## config.mk

```make
export PLATFORM = sky130hd
export DESIGN_NAME = rf_wr_arbiter_flat
export DESIGN_NICKNAME = d
export VERILOG_FILES = /design/src/rtl/cpu19_pkg.sv /design/src/rtl/rf_wr_arbiter_pkg.sv /design/src/rtl/rf_wr_arbiter_if.sv /design/src/rtl/rf_row_decoder.sv /design/src/rtl/rf_wr_arbiter.sv /design/src/flat_wrapper.sv
export SDC_FILE = /design/constraint.sdc
export NUM_CORES = 1
export LEC_CHECK = 0
export CORE_UTILIZATION = 42
export CTS_CLUSTER_DIAMETER = 100
export DETAILED_ROUTE_END_ITERATION = 10
export PLACE_DENSITY = 0.93
export SETUP_SLACK_MARGIN = 0.15
export SYNTH_ARGS = -nofsm -noshare
export SYNTH_HDL_FRONTEND = slang
export SYNTH_HIERARCHICAL = 1
export SYNTH_SLANG_ARGS = --single-unit
```

## constraint.sdc

```tcl
create_clock -name clk -period 6.4 [get_ports clk]
set_clock_uncertainty 0.05 [all_clocks]
set_input_delay 0.96 -clock clk [delete_from_list [all_inputs] [get_ports clk]]
set_output_delay 0.96 -clock clk [all_outputs]
set_load 0.02 [all_outputs]
```

## src/rtl/cpu19_pkg.sv

```systemverilog
`default_nettype none
// +------------------------------------------------------------------------+
// | Package     : cpu19_pkg                                                |
// | Description : CPU-wide constants shared by the 19-bit datapath blocks: |
// |               register data width, register file geometry and the     |
// |               writeback requester ids.                                 |
// | Revision    : 1.0 - initial release                                    |
// +------------------------------------------------------------------------+
package cpu19_pkg;

    localparam int DATA_W    = 19;
    localparam int RF_ADDR_W = 4;
    localparam int RF_DEPTH  = 16;

    // Writeback requester ids (also the arbitration slot index)
    localparam int REQ_ALU  = 0;
    localparam int REQ_LOAD = 1;
    localparam int REQ_IO   = 2;

endpackage : cpu19_pkg
`default_nettype wire

```

## src/rtl/rf_wr_arbiter_pkg.sv

```systemverilog
`default_nettype none
// +------------------------------------------------------------------------+
// | Package     : rf_wr_arbiter_pkg                                        |
// | Description : Local constants and types of the register-file write     |
// |               arbiter (requester count, pointer width, id type).       |
// | Revision    : 1.0 - initial release                                    |
// +------------------------------------------------------------------------+
package rf_wr_arbiter_pkg;

    // Number of writeback requesters (ALU, load, I/O)
    localparam int RR_NREQ = 3;

    // Round-robin pointer / requester id width. Two bits cover up to three
    // requesters with the wrap arithmetic used in the selector.
    localparam int PTR_W = 2;

    typedef logic [PTR_W-1:0] req_id_t;

endpackage : rf_wr_arbiter_pkg
`default_nettype wire

```

## src/rtl/rf_wr_arbiter_if.sv

```systemverilog
`default_nettype none
// +------------------------------------------------------------------------+
// | Interface   : rf_wr_arbiter_if                                         |
// | Description : Requester-side valid/ready bundle plus the registered    |
// |               register-file write port of rf_wr_arbiter.               |
// |   req_valid/req_addr/req_data : requester i presents a write (packed)  |
// |   req_ready                   : one-hot grant back to the requesters   |
// |   wr_stall                    : register file cannot accept a write    |
// |   wr_en/wr_sel/wr_data/wr_src : registered write towards the RF        |
// |   modport slave  : the arbiter                                          |
// |   modport master : requesters and register file around the arbiter     |
// | Revision    : 1.0 - initial release                                    |
// +------------------------------------------------------------------------+
interface rf_wr_arbiter_if #(
    parameter int DATA_W = cpu19_pkg::DATA_W,
    parameter int ADDR_W = cpu19_pkg::RF_ADDR_W,
    parameter int NREQ   = rf_wr_arbiter_pkg::RR_NREQ
);

    logic [NREQ-1:0]        req_valid;
    logic [NREQ*ADDR_W-1:0] req_addr;
    logic [NREQ*DATA_W-1:0] req_data;
    logic [NREQ-1:0]        req_ready;
    logic                   wr_stall;
    logic                   wr_en;
    logic [2**ADDR_W-1:0]   wr_sel;
    logic [DATA_W-1:0]      wr_data;
    logic [1:0]             wr_src;

    modport slave (
        input  req_valid, req_addr, req_data, wr_stall,
        output req_ready, wr_en, wr_sel, wr_data, wr_src
    );

    modport master (
        output req_valid, req_addr, req_data, wr_stall,
        input  req_ready, wr_en, wr_sel, wr_data, wr_src
    );

endinterface : rf_wr_arbiter_if
`default_nettype wire

```

## src/rtl/rf_row_decoder.sv

```systemverilog
`default_nettype none
// +------------------------------------------------------------------------+
// | Module      : rf_row_decoder                                           |
// | Description : Combinational N-to-2**N one-hot row decoder; address n   |
// |               drives bit n only.                                       |
// |   i_addr : row address                                                  |
// |   o_sel  : one-hot row select                                           |
// | Revision    : 1.0 - initial release                                    |
// +------------------------------------------------------------------------+
module rf_row_decoder #(
    parameter int ADDR_W = 4
) (
    input  wire logic [ADDR_W-1:0]    i_addr,
    output logic      [2**ADDR_W-1:0] o_sel
);

    for (genvar n = 0; n < 2**ADDR_W; n++) begin : g_row
        assign o_sel[n] = (i_addr == ADDR_W'(n));
    end

endmodule : rf_row_decoder
`default_nettype wire

```

## src/rtl/rf_wr_arbiter.sv

```systemverilog
`default_nettype none
// +------------------------------------------------------------------------+
// | Module      : rf_wr_arbiter                                            |
// | Description : Round-robin arbiter for the single register-file write   |
// |               port. Grants one of NREQ writeback requesters per cycle  |
// |               (combinational one-hot req_ready) and registers the      |
// |               winning write with a decoded one-hot row select.         |
// |   clk, rst : clock, synchronous active-high reset                      |
// |   bus      : rf_wr_arbiter_if.slave (requesters + RF write port)       |
// | Build option: RF_R0_ZERO_EN - register 0 is hardwired to zero; writes  |
// |               to address 0 are accepted but never strobe the RF.       |
// | Revision    : 1.0 - initial release                                    |
// +------------------------------------------------------------------------+
module rf_wr_arbiter
    import rf_wr_arbiter_pkg::*;
#(
    parameter int DATA_W = cpu19_pkg::DATA_W,
    parameter int ADDR_W = cpu19_pkg::RF_ADDR_W,
    parameter int NREQ   = RR_NREQ
) (
    input wire logic        clk,
    input wire logic        rst,
    rf_wr_arbiter_if.slave  bus
);

    req_id_t              r_ptr;
    logic                 r_wr_en;
    logic [2**ADDR_W-1:0] r_wr_sel;
    logic [DATA_W-1:0]    r_wr_data;
    req_id_t              r_wr_src;

    logic [NREQ-1:0]      w_grant;
    logic                 w_any;
    req_id_t              w_gidx;
    req_id_t              w_idx;
    logic [ADDR_W-1:0]    w_addr;
    logic [DATA_W-1:0]    w_data;
    logic [2**ADDR_W-1:0] w_dec;
    logic                 w_r0;

    // Search ptr, ptr+1, ... modulo NREQ; the first valid requester wins.
    // The wrap is done as a compare/subtract so everything stays PTR_W wide.
    always_comb begin
        w_grant = '0;
        w_any   = 1'b0;
        w_gidx  = '0;
        w_idx   = '0;
        if (!rst && !bus.wr_stall) begin
            for (int k = 0; k < NREQ; k++) begin
                if (r_ptr >= PTR_W'(NREQ) - PTR_W'(k))
                    w_idx = r_ptr - (PTR_W'(NREQ) - PTR_W'(k));
                else
                    w_idx = r_ptr + PTR_W'(k);
                if (!w_any && bus.req_valid[w_idx]) begin
                    w_any           = 1'b1;
                    w_gidx          = w_idx;
                    w_grant[w_idx]  = 1'b1;
                end
            end
        end
    end

    assign w_addr = bus.req_addr[w_gidx*ADDR_W +: ADDR_W];
    assign w_data = bus.req_data[w_gidx*DATA_W +: DATA_W];

`ifdef RF_R0_ZERO_EN
    assign w_r0 = (w_addr == '0);
`else
    assign w_r0 = 1'b0;
`endif

    rf_row_decoder #(
        .ADDR_W (ADDR_W)
    ) u_row_decoder (
        .i_addr (w_addr),
        .o_sel  (w_dec)
    );

    always_ff @(posedge clk) begin
        if (rst) begin
            r_ptr     <= PTR_W'(cpu19_pkg::REQ_ALU);
            r_wr_en   <= 1'b0;
            r_wr_sel  <= '0;
            r_wr_data <= '0;
            r_wr_src  <= '0;
        end else if (w_any) begin
            r_ptr     <= (w_gidx == PTR_W'(NREQ - 1)) ? '0 : w_gidx + 1'b1;
            // An R0 write still completes the handshake but never reaches
            // the register file when R0 is hardwired.
            r_wr_en   <= !w_r0;
            r_wr_sel  <= w_r0 ? '0 : w_dec;
            r_wr_data <= w_data;
            r_wr_src  <= w_gidx;
        end else begin
            r_wr_en   <= 1'b0;
            r_wr_sel  <= '0;
        end
    end

    assign bus.req_ready = w_grant;
    assign bus.wr_en     = r_wr_en;
    assign bus.wr_sel    = r_wr_sel;
    assign bus.wr_data   = r_wr_data;
    assign bus.wr_src    = r_wr_src;

endmodule : rf_wr_arbiter
`default_nettype wire

```

## src/flat_wrapper.sv

```systemverilog
// flat-port wrapper written by rule: the top's interface ports become plain ports
module rf_wr_arbiter_flat import rf_wr_arbiter_pkg::*;
#(
    parameter int DATA_W = cpu19_pkg::DATA_W,
    parameter int ADDR_W = cpu19_pkg::RF_ADDR_W,
    parameter int NREQ   = RR_NREQ
)
  (clk, rst, bus_req_valid, bus_req_addr, bus_req_data, bus_wr_stall, bus_req_ready, bus_wr_en, bus_wr_sel, bus_wr_data, bus_wr_src);
  rf_wr_arbiter_if #(.DATA_W(DATA_W), .ADDR_W(ADDR_W), .NREQ(NREQ)) bus_i ();
  input wire logic clk;
  input wire logic rst;
  input wire logic [$bits(bus_i.req_valid)-1:0] bus_req_valid;
  input wire logic [$bits(bus_i.req_addr)-1:0] bus_req_addr;
  input wire logic [$bits(bus_i.req_data)-1:0] bus_req_data;
  input wire logic [$bits(bus_i.wr_stall)-1:0] bus_wr_stall;
  output wire logic [$bits(bus_i.req_ready)-1:0] bus_req_ready;
  output wire logic [$bits(bus_i.wr_en)-1:0] bus_wr_en;
  output wire logic [$bits(bus_i.wr_sel)-1:0] bus_wr_sel;
  output wire logic [$bits(bus_i.wr_data)-1:0] bus_wr_data;
  output wire logic [$bits(bus_i.wr_src)-1:0] bus_wr_src;
  assign bus_i.req_valid = bus_req_valid;
  assign bus_i.req_addr = bus_req_addr;
  assign bus_i.req_data = bus_req_data;
  assign bus_i.wr_stall = bus_wr_stall;
  assign bus_req_ready = bus_i.req_ready;
  assign bus_wr_en = bus_i.wr_en;
  assign bus_wr_sel = bus_i.wr_sel;
  assign bus_wr_data = bus_i.wr_data;
  assign bus_wr_src = bus_i.wr_src;
  rf_wr_arbiter #(.DATA_W(DATA_W), .ADDR_W(ADDR_W), .NREQ(NREQ)) u_core (.clk(clk), .rst(rst), .bus(bus_i));
endmodule
```

* Word level (Yosys, flattened, before mapping)
Cells that the tools add are included.
Storage, ports and cells: flip-flop bits (word level) 40, input port bits 75, output and inout bits 41, word-level logic and storage cells 90
Cells by class: add/subtract/negate cells 6, multiply operators 1, $lt $le $gt $ge 9, equal/unequal tests 16, shifts and indexed selects 2, mux-type cells 36, bitwise operators 3, reduce and logical (&&, ||, !) cells 12
Operators with widths (count):
- 57-bit by 8-bit variable part select with 19-bit output | 1
- 4-bit == test (second input constant) | 8
- 2-bit 2-to-1 mux | 11
- 3-bit 2-to-1 mux | 6
- 4-bit by 3-bit == test with 1-bit output (second input constant) | 4
- 1-bit 2-to-1 mux | 13
- 12-bit by 5-bit variable part select with 4-bit output | 1
- 2-bit by 3-bit < comparator with 1-bit output (second input constant) | 3
- 4-bit by 2-bit == test with 1-bit output (second input constant) | 2
- 2-bit by 1-bit greater-or-equal comparator with 1-bit output (second input constant) | 4
- 2-bit by 5-bit multiplier with 7-bit output (second input constant) | 1
- 1-bit binary-select mux with 2-bit select | 3
- 1-bit demux with 2-bit select | 3
- 1-bit logical AND | 6
- 3-bit OR | 2
- 2-bit by 1-bit adder with 2-bit output (second input constant) | 2
- 4-bit by 1-bit == test with 1-bit output (second input constant) | 1
- 2-bit greater-or-equal comparator (second input constant) | 2
- 1-bit zero test | 4
- 4-bit zero test | 1
- 2-bit subtractor (second input constant) | 2
- 2-bit adder (second input constant) | 1
- 2-bit == test (second input constant) | 1
- 2-bit OR reduction | 1
- 2 further kinds | 2

* Logic depth before layout (Yosys ltp)
Gate-level depths: netlist of the first run.
depth after elaboration 17, depth in mapped cells 14, depth with buffers taken out 10

* By module
Netlist of the first run, hierarchy kept.
By module, submodules not included:
- rf_wr_arbiter | instances 1, cells an instance 211, area each 1886.8 um^2, sequential area each 800.8 um^2
- rf_row_decoder | instances 1, cells an instance 20, area each 226.5 um^2, sequential area each 0.0 um^2

* Least setup slack after synthesis of the first run
OpenSTA, ideal clock, no wires.
path kind input -> output, start point input bus_req_valid[0], end point output bus_req_ready[2], data arrival time 2.211 ns, required time 5.390 ns, setup slack 3.179 ns, stages 4, buffers on the path 0, path through mux2_4 -> mux2i_1 -> o21ai_0 -> a221oi_1
Between the ends: longest elaborated chain between the ends 12, elaborated cells between the ends (all ways) 22, those cells by class mux: 16; bitwise: 2; reduce/logical: 4
RTL lines:
- from (decl) | line flat_wrapper.sv:12 | input wire logic [$bits(bus_i.req_valid)-1:0] bus_req_valid;
- 1-bit binary-select mux with 2-bit select | line rf_wr_arbiter.sv:54 | if (!w_any && bus.req_valid[w_idx]) begin
- 1-bit 2-to-1 mux (not written as such) | line rf_wr_arbiter.sv:54
- 1-bit 2-to-1 mux | line rf_wr_arbiter.sv:54
- 1-bit 2-to-1 mux | line rf_wr_arbiter.sv:48 | if (!rst && !bus.wr_stall) begin
- 1-bit zero test | line rf_wr_arbiter.sv:54
- 1-bit logical AND | line rf_wr_arbiter.sv:54
- 1-bit 2-to-1 mux | line rf_wr_arbiter.sv:54
- 1-bit 2-to-1 mux | line rf_wr_arbiter.sv:48
- 1-bit zero test | line rf_wr_arbiter.sv:54
- 1-bit logical AND | line rf_wr_arbiter.sv:54
- 3-bit 2-to-1 mux (*) | line rf_wr_arbiter.sv:54
- 3-bit 2-to-1 mux (*) | line rf_wr_arbiter.sv:48
- to (decl) | line flat_wrapper.sv:16 | output wire logic [$bits(bus_i.req_ready)-1:0] bus_req_ready;
Every way passes the cells marked *; elsewhere a longest branch is shown, timed or not. The select of a mux whose other input is x is not followed.

* Final worst setup path of the first run
Ends and elaborated chain as after synthesis.

==> qor.csv, run 1 <==
stage,metric,value,unit
run_status,outcome,"finished, final reports clean",
pwr,power.leakage,0.00128,uW
logic_synthesis,synth-seq-cells,40,
placed_design,gp_congestion,0.839,
placed_design,dp_cells,400,
detailed_routing,dr.pass1.iters,4,
timing,fmax,241,MHz
finish,finalCoreUtilization,0.703,
clock_tree,cts.repair.resized,0,
clock_tree,cts_setup_buffers,0,
timing,tns,0,ps
timing,setup_viol,0,
die,rows,25,
timing,hold_viol_final,0,
detailed_routing,vias,2180,
setup_path,r2r-start,u_core/r_ptr[1]$_SDFFE_PP0P_,
setup_path,critPathKind,in2out,
clock_tree,cts_hold_buf,0,
setup_path,critPathMaxFanout,5,
global_route,grt_overflow,0,
setup_path,cp-end-kind,primary output,
timing,slew_viol_final,0,
pwr,vdd_ir_drop_max,0.120,mV
logic_synthesis,seq_area_frac_synth,0.379,
global_route,grt_max_degree,37,
timing,finalCritPeriodShare,0.649,
logic_synthesis,syn_area_per_cell,9.15,um^2
die,start_util,0.442,
hold_path,worstHoldStart,u_core/bus.wr_src[1]$_SDFFE_PP0P_,
logic_synthesis,synth.distinct_cells,41,
logic_synthesis,synth_edf_count,0,
setup_path,startpoint,bus_req_valid[0],
timing,period_needed,4150,ps
finish,final_nets,419,
detailed_routing,via_per_inst,5.34,
clock_tree,clock_sinks,40,
timing,max_slew_margin,0.220,
logic_synthesis,synthTopCellsByArea,"dfxtp_1, a21oi_1, a221oi_1",
logic_synthesis,ys_warn_count,6,
placed_design,dpl.hpwl,4400,um
clock_tree,clkTransAtPathRegs,70,ps
global_route,grt_pass1_wl,9540,um
logic_synthesis,ys_async_sr_fraction,0,
setup_path,cp.arrival,3140,ps
logic_synthesis,syn-cell-area,2110,um^2
clock_tree,root_buffer,clkbuf_8,
hold_path,holdCritPathClass,reg2reg,
clock_tree,cts_buffers,5,
die,die-area,5320,um^2
detailed_routing,routedWlPerCell,15.1,um
setup_path,start_kind,input pin,
logic_synthesis,synth_cells,231,
placed_design,port_buffers,115,
die,die_x,72.9,um
logic_synthesis,synth.most_common_cell,dfxtp_1,
placed_design,dp_slack,2090,ps
run,drv_cap,0,
clock_tree,clk_latency,290,ps
die,core_area,4790,um^2
detailed_routing,drtIter0Drc,93,
pwr,power_density,209,nW/um^2
detailed_routing,route.detailed.drc,0,
logic_synthesis,syn_nets,310,
clock_tree,h-tree-depth,2,
timing,rsz0062_at_grt,false,
global_route,grt_use_total,0.230,
global_route,first_global_vias,2092,
logic_synthesis,yosysTopAreaCell,dfxtp_1,
logic_synthesis,ys_top_cells_by_count,"dfxtp_1, a21oi_1, nand2_1",
finish,antenna_cells,0,
detailed_routing,drt-total-wl,6170,um
timing,worst_slew_pin_slew,1170,ps
setup_path,crit_required,5390,ps
logic_synthesis,netlist.area_leader.share,0.379,
finish,area_growth,59.2,%
die,ioPinCount,116,
die,die_h,72.9,um
logic_synthesis,synthFlopType,dfxtp_1,
finish,drive_gt1_frac,0.0880,
timing,final.setup.worst_slack,2250,ps
finish,fin_cells,408,
clock_tree,cts_tree,built,
global_route,antenna_found_initial,0,
clock_tree,ctsLongestPathBuffers,2,
detailed_routing,postRouteAntennaNets,0,
[placed cells by master (no fill, tap or decap), types with 2 or more instances in the layout]
cell,count
buf_4,5
clkinv_1,2
and4bb_2,6
clkbuf_8,6
mux2_4,3
and2_1,17
o21ai_0,8
dfxtp_1,40
a21oi_1,39
and4b_1,4
nor4b_2,4
clkdlybuf4s50_1,115
mux2i_1,7
o211ai_1,2
a21o_1,4
and3b_1,2
inv_1,3
nand2_1,26
ha_1,4
a221oi_1,19
nor2_1,4
clkinvlp_4,2
[flip-flops by register name, indices dropped and copies added, names as in the netlist]
name                flops
u_core/bus.wr_sel      16
u_core/bus.wr_en        1
u_core/bus.wr_data     19
u_core/r_ptr            2
u_core/bus.wr_src       2
[path summary, 6_finish.rpt]
kind | end | slack (ps) | depth (start not counted)
hold / removal | u_core/bus.wr_src[1]$_SDFFE_PP0P_ | 400 | 1
hold reg to reg | u_core/bus.wr_src[1]$_SDFFE_PP0P_ | 400 | 1
setup reg to reg | u_core/bus.wr_sel[1]$_SDFF_PP0_ | 2730 | 11
setup / recovery | bus_req_ready[2] | 2250 | 6
[cell families after synthesis]
| group | Yosys count | synth area share |
|---|---|---|
| buffers and inverters | 23 | 0.0651 |
| DFF | 40 | 0.379 |
| AOI/OAI and AO/OA | 81 | 0.250 |
| and+or+nand+nor | 73 | 0.228 |
| adders and majority gates | 4 | 0.0237 |
| muxes | 10 | 0.0545 |
[stage by stage]
step	hold slack, ps	area [um^2]	total power (uW)
CTS	406	3360	707
finish	400	3360	702
detailed placement	388	3270	532
global placement	386	3270	526
global route	449	3360	739
floorplan	410	2110	421
[power breakdown]
part | leakage (uW) | internal, uW | switching, uW
registers | 0.000329 | 271 | 10.4
logic | 0.000906 | 125 | 122
clock network | 0.0000434 | 87.2 | 87.1
[layer usage]
layer | track usage | vias to the layer above | share of wire
met5 | 0 | - | 0
met4 | 0.0980 | 0 | 0.015
met3 | 0.0414 | 6 | 0.060
met2 | 0.418 | 76 | 0.51
met1 | 0.262 | 1024 | 0.42
li1 | - | 1074 | -
[final cells by class]
cell class	count	area [um^2]
multi-input cells	168	1170
well taps	67	83.8
repair buffers	120	1190
flip-flops and latches	40	801
inverters	5	18.8
clock inverters	2	15.0
fillers	381	1420
clock buffers	6	82.6
[critical path, stage by stage]
cell             delay [ps]
clkdlybuf4s50_1         460
mux2_4                  300
mux2i_1                 330
o21ai_0                 170
a221oi_1                270
clkdlybuf4s50_1         650
No activity file was read; power rests on OpenSTA's default activity.
==> run 2: changes to the inputs <==
--- a/config.mk
+++ b/config.mk
@@ -5,10 +5,10 @@
 export SDC_FILE = /design/constraint.sdc
 export NUM_CORES = 1
 export LEC_CHECK = 0
-export CORE_UTILIZATION = 42
+export CORE_UTILIZATION = 35
 export CTS_CLUSTER_DIAMETER = 100
 export DETAILED_ROUTE_END_ITERATION = 10
-export PLACE_DENSITY = 0.93
+export PLACE_DENSITY = 0.84
 export SETUP_SLACK_MARGIN = 0.15
 export SYNTH_ARGS = -nofsm -noshare
 export SYNTH_HDL_FRONTEND = slang
==> constraint.sdc (replaced) <==
create_clock -name clk -period 3.71 [get_ports clk]
set_clock_uncertainty 0.05 [all_clocks]
set_input_delay 0.5565 -clock clk [delete_from_list [all_inputs] [get_ports clk]]
set_output_delay 0.5565 -clock clk [all_outputs]
set_load 0.02 [all_outputs]
==> run 2 against run 1 <==
Final cell count rose by 2.0%. Flip-flop and latch count is the same. Die area rose by 19%. First-iteration DRC count grew 28%. Global-route usage is 4.1 points lower. Clock power grew 66%.
==> qor.csv, run 2 (same netlist as run 1, synthesis figures left out) <==
stage,metric,value,unit,change
global_route,grt_max_degree,37,,unchanged
die,start_util,0.372,,-0.0692
timing,finalCritPeriodShare,0.911,,
placed_design,gp_congestion,0.863,,+2.9%
global_route,grt_pass1_wl,9350,um,-2.0%
finish,area_growth,60.2,%,
finish,final_common_cell,clkdlybuf4s50_1,,
pwr,power_density,355,nW/um^2,+70%
clock_tree,cts_tree,built,,
setup_path,crit_required,3100,ps,-2290 ps
clock_tree,root_buffer,clkbuf_8,,
run,drv_cap,0,,unchanged
clock_tree,cts.repair.resized,0,,unchanged
setup_path,cpPeakStageDelay,650,ps,about the same
clock_tree,clock_sinks,40,,unchanged
timing,max_slew_margin,0.415,,+0.195
global_route,grt_use_total,0.189,,-0.0410
setup_path,cp-end-kind,primary output,,
die,ioPinCount,116,,unchanged
timing,rsz0062_at_grt,false,,
finish,antenna_cells,0,,unchanged
detailed_routing,via_per_inst,5.25,,-1.7%
timing,setup_viol,0,,unchanged
timing,period_needed,3380,ps,
die,die_x,79.7,um,+9.3%
die,rows,27,,+8.0%
global_route,first_global_vias,1988,,-5.0%
clock_tree,cts_buffers,5,,unchanged
pwr,vdd_ir_drop_max,0.139,mV,+17%
finish,final_cell_mix,"clkdlybuf4s50_1, dfxtp_1, a21oi_1",,
global_route,grt_overflow,0,,unchanged
placed_design,port_buffers,115,,unchanged
clock_tree,h-tree-depth,2,,unchanged
detailed_routing,route.detailed.drc,0,,unchanged
detailed_routing,postRouteAntennaNets,0,,unchanged
die,die_h,79.7,um,+9.3%
detailed_routing,routedWlPerCell,14.7,um,-2.6%
detailed_routing,dr.pass1.iters,4,,unchanged
hold_path,holdCritPathClass,reg2reg,,
global_route,antenna_found_initial,0,,unchanged
timing,tns,0,ps,unchanged
clock_tree,clk_latency,280,ps,about the same
setup_path,critPathMaxFanout,6,,+1
clock_tree,clkTransAtPathRegs,70,ps,about the same
setup_path,slowest_stage,clkdlybuf4s50_1,,
detailed_routing,drt-total-wl,6130,um,-0.65%
timing,hold_viol_final,0,,unchanged
setup_path,path_cells,"inv_1, ha_1, mux2_4, mux2i_1, o21ai_0, a221oi_1, clkdlybuf4s50_1",,
pwr,power.leakage,0.00130,uW,+1.4%
clock_tree,ctsLongestPathBuffers,2,,unchanged
die,core_area,5680,um^2,+19%
clock_tree,cts_hold_buf,0,,unchanged
finish,finalCoreUtilization,0.597,,-0.106
run_status,outcome,"finished, final reports clean",,
finish,drive_gt1_frac,0.0901,,+0.00214
timing,worst_slew_pin_slew,878,ps,-292 ps
placed_design,dpl.hpwl,4500,um,+2.3%
setup_path,cp.arrival,2770,ps,-370 ps
die,die-area,6350,um^2,+19%
detailed_routing,vias,2184,,+0.18%
finish,largest_register_ffs,19,,unchanged
setup_path,critPathKind,reg2out,,
detailed_routing,drtIter0Drc,119,,+28%
clock_tree,cts_setup_buffers,0,,unchanged
timing,fmax,296,MHz,
finish,final_nets,422,,+0.72%
timing,slew_viol_final,0,,unchanged
setup_path,start_kind,flop,,
run 2: cell types whose count changed in the layout (fill, tap and decap cells not counted):
| cell | before | now |
|---|---|---|
| clkinvlp_4 | 2 | 0 |
| buf_4 | 5 | 8 |
| o21ai_0 | 8 | 6 |
| o21ai_1 | 1 | 3 |
| clkbuf_1 | 0 | 2 |
run 2: area by class of cell:
type	instances	area, um^2
multi-input cells	168	1170
flip-flops and latches	40	801
inverters	5	18.8
clock buffers	8	90.1
well taps	72	90.1
fillers	525	2290
repair buffers	123	1210
run 2: final timing paths:
| check | from | endpoint | slack, ps | cells after the start |
|---|---|---|---|---|
| max | u_core/r_ptr[1]$_SDFFE_PP0P_ | bus_req_ready[2] | 330 | 7 |
| min reg2reg | u_core/bus.wr_src[0]$_SDFFE_PP0P_ | u_core/bus.wr_src[0]$_SDFFE_PP0P_ | 410 | 1 |
| min | u_core/bus.wr_src[0]$_SDFFE_PP0P_ | u_core/bus.wr_src[0]$_SDFFE_PP0P_ | 410 | 1 |
| max reg2reg | u_core/r_ptr[1]$_SDFFE_PP0P_ | u_core/bus.wr_sel[3]$_SDFF_PP0_ | 740 | 11 |
run 2: stage by stage:
stage	setup slack, ps	power, uW	hold slack, ps	instance area, um^2	instances
finish	331	1200	406	3390	416
global route	155	1270	441	3390	416
CTS	349	1220	413	3390	416
detailed placement	424	925	393	3300	408
global placement	459	912	384	3300	408
floorplan	728	726	410	2110	231
run 2: worst max-delay path: cells and delay by family (launching register included):
| kind | cells | cell delay [ps] |
|---|---|---|
| AO/OA/AOI/OAI | 2 | 420 |
| multiplexers | 2 | 680 |
| flip-flops | 1 | 400 |
| adder cells (fa/ha/maj) | 1 | 270 |
| buffers and inverters | 2 | 730 |
run 2: metal layers:
layer,part of all wire,GRT usage,wire [um],vias to the layer above
met4,0.0085,0.0527,52,0
li1,-,-,-,1077
met5,0,0,0,-
met2,0.48,0.334,2970,88
met3,0.080,0.0446,489,6
met1,0.43,0.225,2630,1013
run 2: where the power goes:
| part | internal [uW] | switching, uW |
|---|---|---|
| combinational | 218 | 212 |
| clock | 152 | 136 |
| sequential | 467 | 18.6 |
==> run 3: changes to the inputs <==
--- a/config.mk
+++ b/config.mk
@@ -5,6 +5,8 @@
 export SDC_FILE = /design/constraint.sdc
 export NUM_CORES = 1
 export LEC_CHECK = 0
+export CORE_ASPECT_RATIO = 2
+export CORE_MARGIN = 5
 export CORE_UTILIZATION = 35
 export CTS_CLUSTER_DIAMETER = 100
 export DETAILED_ROUTE_END_ITERATION = 10
==> run 3 against run 2 <==
Count of clock-buffer cells in the layout shrank 1. First-iteration DRC count fell by 29%. Core utilization down 1.3 points. Final cell count down 1.2%. Non-clock buffer count rose by 4. Clock power is 48% higher. Total power grew 12%. Via count up 1.3%. Cell area up 2.7%. Flip-flop and latch count unchanged.
==> qor.csv, run 3 (same netlist as run 1, synthesis figures left out) <==
stage,metric,value,unit,change
run_status,outcome,"finished, final reports clean",,
clock_tree,h-tree-depth,2,,unchanged
pwr,clkPwrFrac,0.316,,+0.077
finish,final_nets,426,,+0.95%
pwr,sw_frac_of_total,0.290,,-0.0147
placed_design,gp_congestion,0.852,,-1.2%
die,rows,40,,+48%
run,drv_cap,0,,unchanged
pwr,switchingPower,393,uW,+7.0%
placed_design,place_area,3330,um^2,+0.95%
setup_path,critPathKind,reg2out,,
clock_tree,cts.repair.resized,0,,unchanged
placed_design,dp_slack,228,ps,-196 ps
clock_tree,clock_sinks,40,,unchanged
timing,period_needed,3330,ps,-44.5 ps
timing,tns,0,ps,unchanged
hold_path,holdCritPathClass,reg2reg,,
setup_path,cp-end-kind,primary output,,
global_route,grt_max_degree,25,,-32%
clock_tree,cts_tree,built,,
detailed_routing,drt-total-wl,6890,um,+12%
finish,fin_cells,411,,-1.2%
pwr,p_seq_frac,0.359,,-0.045
global_route,grt_overflow,0,,unchanged
timing,rsz0062_at_grt,false,,
global_route,grt_use_total,0.173,,-0.0160
finish,final_common_cell,clkdlybuf4s50_1,,
timing,worst_slew_pin_slew,552,ps,-326 ps
finish,filler_cell_count,520,,-0.95%
clock_tree,cts_setup_buffers,0,,unchanged
finish,largest_register_ffs,19,,unchanged
finish,final_cell_mix,"clkdlybuf4s50_1, dfxtp_1, a21oi_1",,
placed_design,dp_cells,403,,-1.2%
die,die_h,120,um,+50%
setup_path,critPathMaxFanout,6,,unchanged
finish,multi_input_area,1170,um^2,unchanged
finish,antenna_cells,0,,unchanged
clock_tree,clk_latency,270,ps,about the same
timing,finalCritPeriodShare,0.899,,-0.0120
global_route,first_global_vias,2165,,+8.9%
clock_tree,cts_hold_buf,0,,unchanged
die,die-area,7790,um^2,+23%
placed_design,dpl.hpwl,5430,um,+20%
pwr,vdd_ir_drop_max,0.292,mV,+110%
detailed_routing,vias,2212,,+1.3%
timing,max_slew_margin,0.630,,+0.215
detailed_routing,route.detailed.drc,0,,unchanged
setup_path,cp.arrival,2730,ps,-40 ps
finish,area_growth,64.5,%,
pwr,power.total,1350,uW,+12%
setup_path,start_kind,flop,,
global_route,grt_pass1_wl,10500,um,+12%
die,die_x,64.9,um,-19%
detailed_routing,postRouteAntennaNets,0,,unchanged
placed_design,port_buffers,115,,unchanged
timing,fmax,300,MHz,+1.3%
pwr,power.leakage,0.00134,uW,+3.7%
finish,register_area,801,um^2,unchanged
timing,slew_viol_final,0,,unchanged
timing,hold_viol_final,0,,unchanged
pwr,power_density,389,nW/um^2,+9.5%
clock_tree,ctsLongestPathBuffers,2,,unchanged
clock_tree,root_buffer,clkbuf_16,,
die,ioPinCount,116,,unchanged
pwr,p_int,961,uW,+15%
clock_tree,cts_buffers,5,,unchanged
detailed_routing,routedWlPerCell,16.8,um,+14%
timing,setup_viol,0,,unchanged
die,start_util,0.355,,-0.0175
timing,final.setup.worst_slack,375,ps,+44.5 ps
finish,drive_gt1_frac,0.103,,+0.0133
global_route,antenna_found_initial,0,,unchanged
detailed_routing,dr.pass1.iters,6,,+2
die,core_area,5960,um^2,+4.9%
finish,fin_area,3480,um^2,+2.7%
clock_tree,clkTransAtPathRegs,50,ps,-20 ps
detailed_routing,drtIter0Drc,84,,-29%
detailed_routing,via_per_inst,5.38,,+2.5%
setup_path,crit_required,3100,ps,about the same
pwr,combPwrFrac,0.325,,-0.032
## run 3: cell types whose count changed in the layout (fill, tap and decap cells not counted)
| cell | change |
|---|---|
| clkbuf_1 | -1 |
| buf_4 | +3 |
| o21ai_0 | +2 |
| clkinvlp_4 | +1 |
| clkbuf_16 | +5 |
| o21ai_1 | -2 |
| buf_12 | +1 |
| clkbuf_8 | -5 |
## run 3: worst paths after layout
path / from / end / slack (ps) / cells after the start
max: u_core/r_ptr[1]$_SDFFE_PP0P_ / bus_req_ready[2] / 380 / 7
min: u_core/bus.wr_src[1]$_SDFFE_PP0P_ / u_core/bus.wr_src[1]$_SDFFE_PP0P_ / 400 / 1
max reg2reg: u_core/r_ptr[1]$_SDFFE_PP0P_ / u_core/bus.wr_sel[9]$_SDFF_PP0_ / 490 / 11
min reg2reg: u_core/bus.wr_src[1]$_SDFFE_PP0P_ / u_core/bus.wr_src[1]$_SDFFE_PP0P_ / 400 / 1
## run 3: critical path: stages, from the launching register on
cell             delay (ps)
dfxtp_1                 380
inv_1                    80
ha_1                    260
mux2_4                  340
mux2i_1                 300
o21ai_0                 160
a221oi_1                270
clkdlybuf4s50_1         660
## run 3: power groups by stage
stage | combinational [uW] | clock, uW | sequential [uW]
5_1_grt | 473 | 460 | 491
6_report | 440 | 427 | 486
2_1_floorplan | 187 | 0 | 539
4_1_cts | 441 | 440 | 487
3_3_place_gp | 433 | 0 | 494
3_5_place_dp | 439 | 0 | 496
## run 3: final cells by class
class,instances,share of cell area
clock buffer,7,0.0410
clock inverter,1,0.00216
inverter,5,0.00540
multi-input combinational,168,0.338
sequential,40,0.230
tap,63,0.0227
timing repair buffer,127,0.361
## run 3: layer usage
layer / track usage / up-vias / wire length (um)
met2: 0.314 / 85 / 3700
li1: - / 1090 / -
met5: 0 / - / 0
met3: 0.0440 / 17 / 452
met1: 0.175 / 1020 / 2500
met4: 0.0914 / 0 / 240
## run 3: stage by stage
step                      hold WS, ps   util
after floorplan                   410      -
after global placement            393  0.559
after detailed placement          394  0.559
after CTS                         408  0.584
after global routing              431  0.584
final                             402  0.584
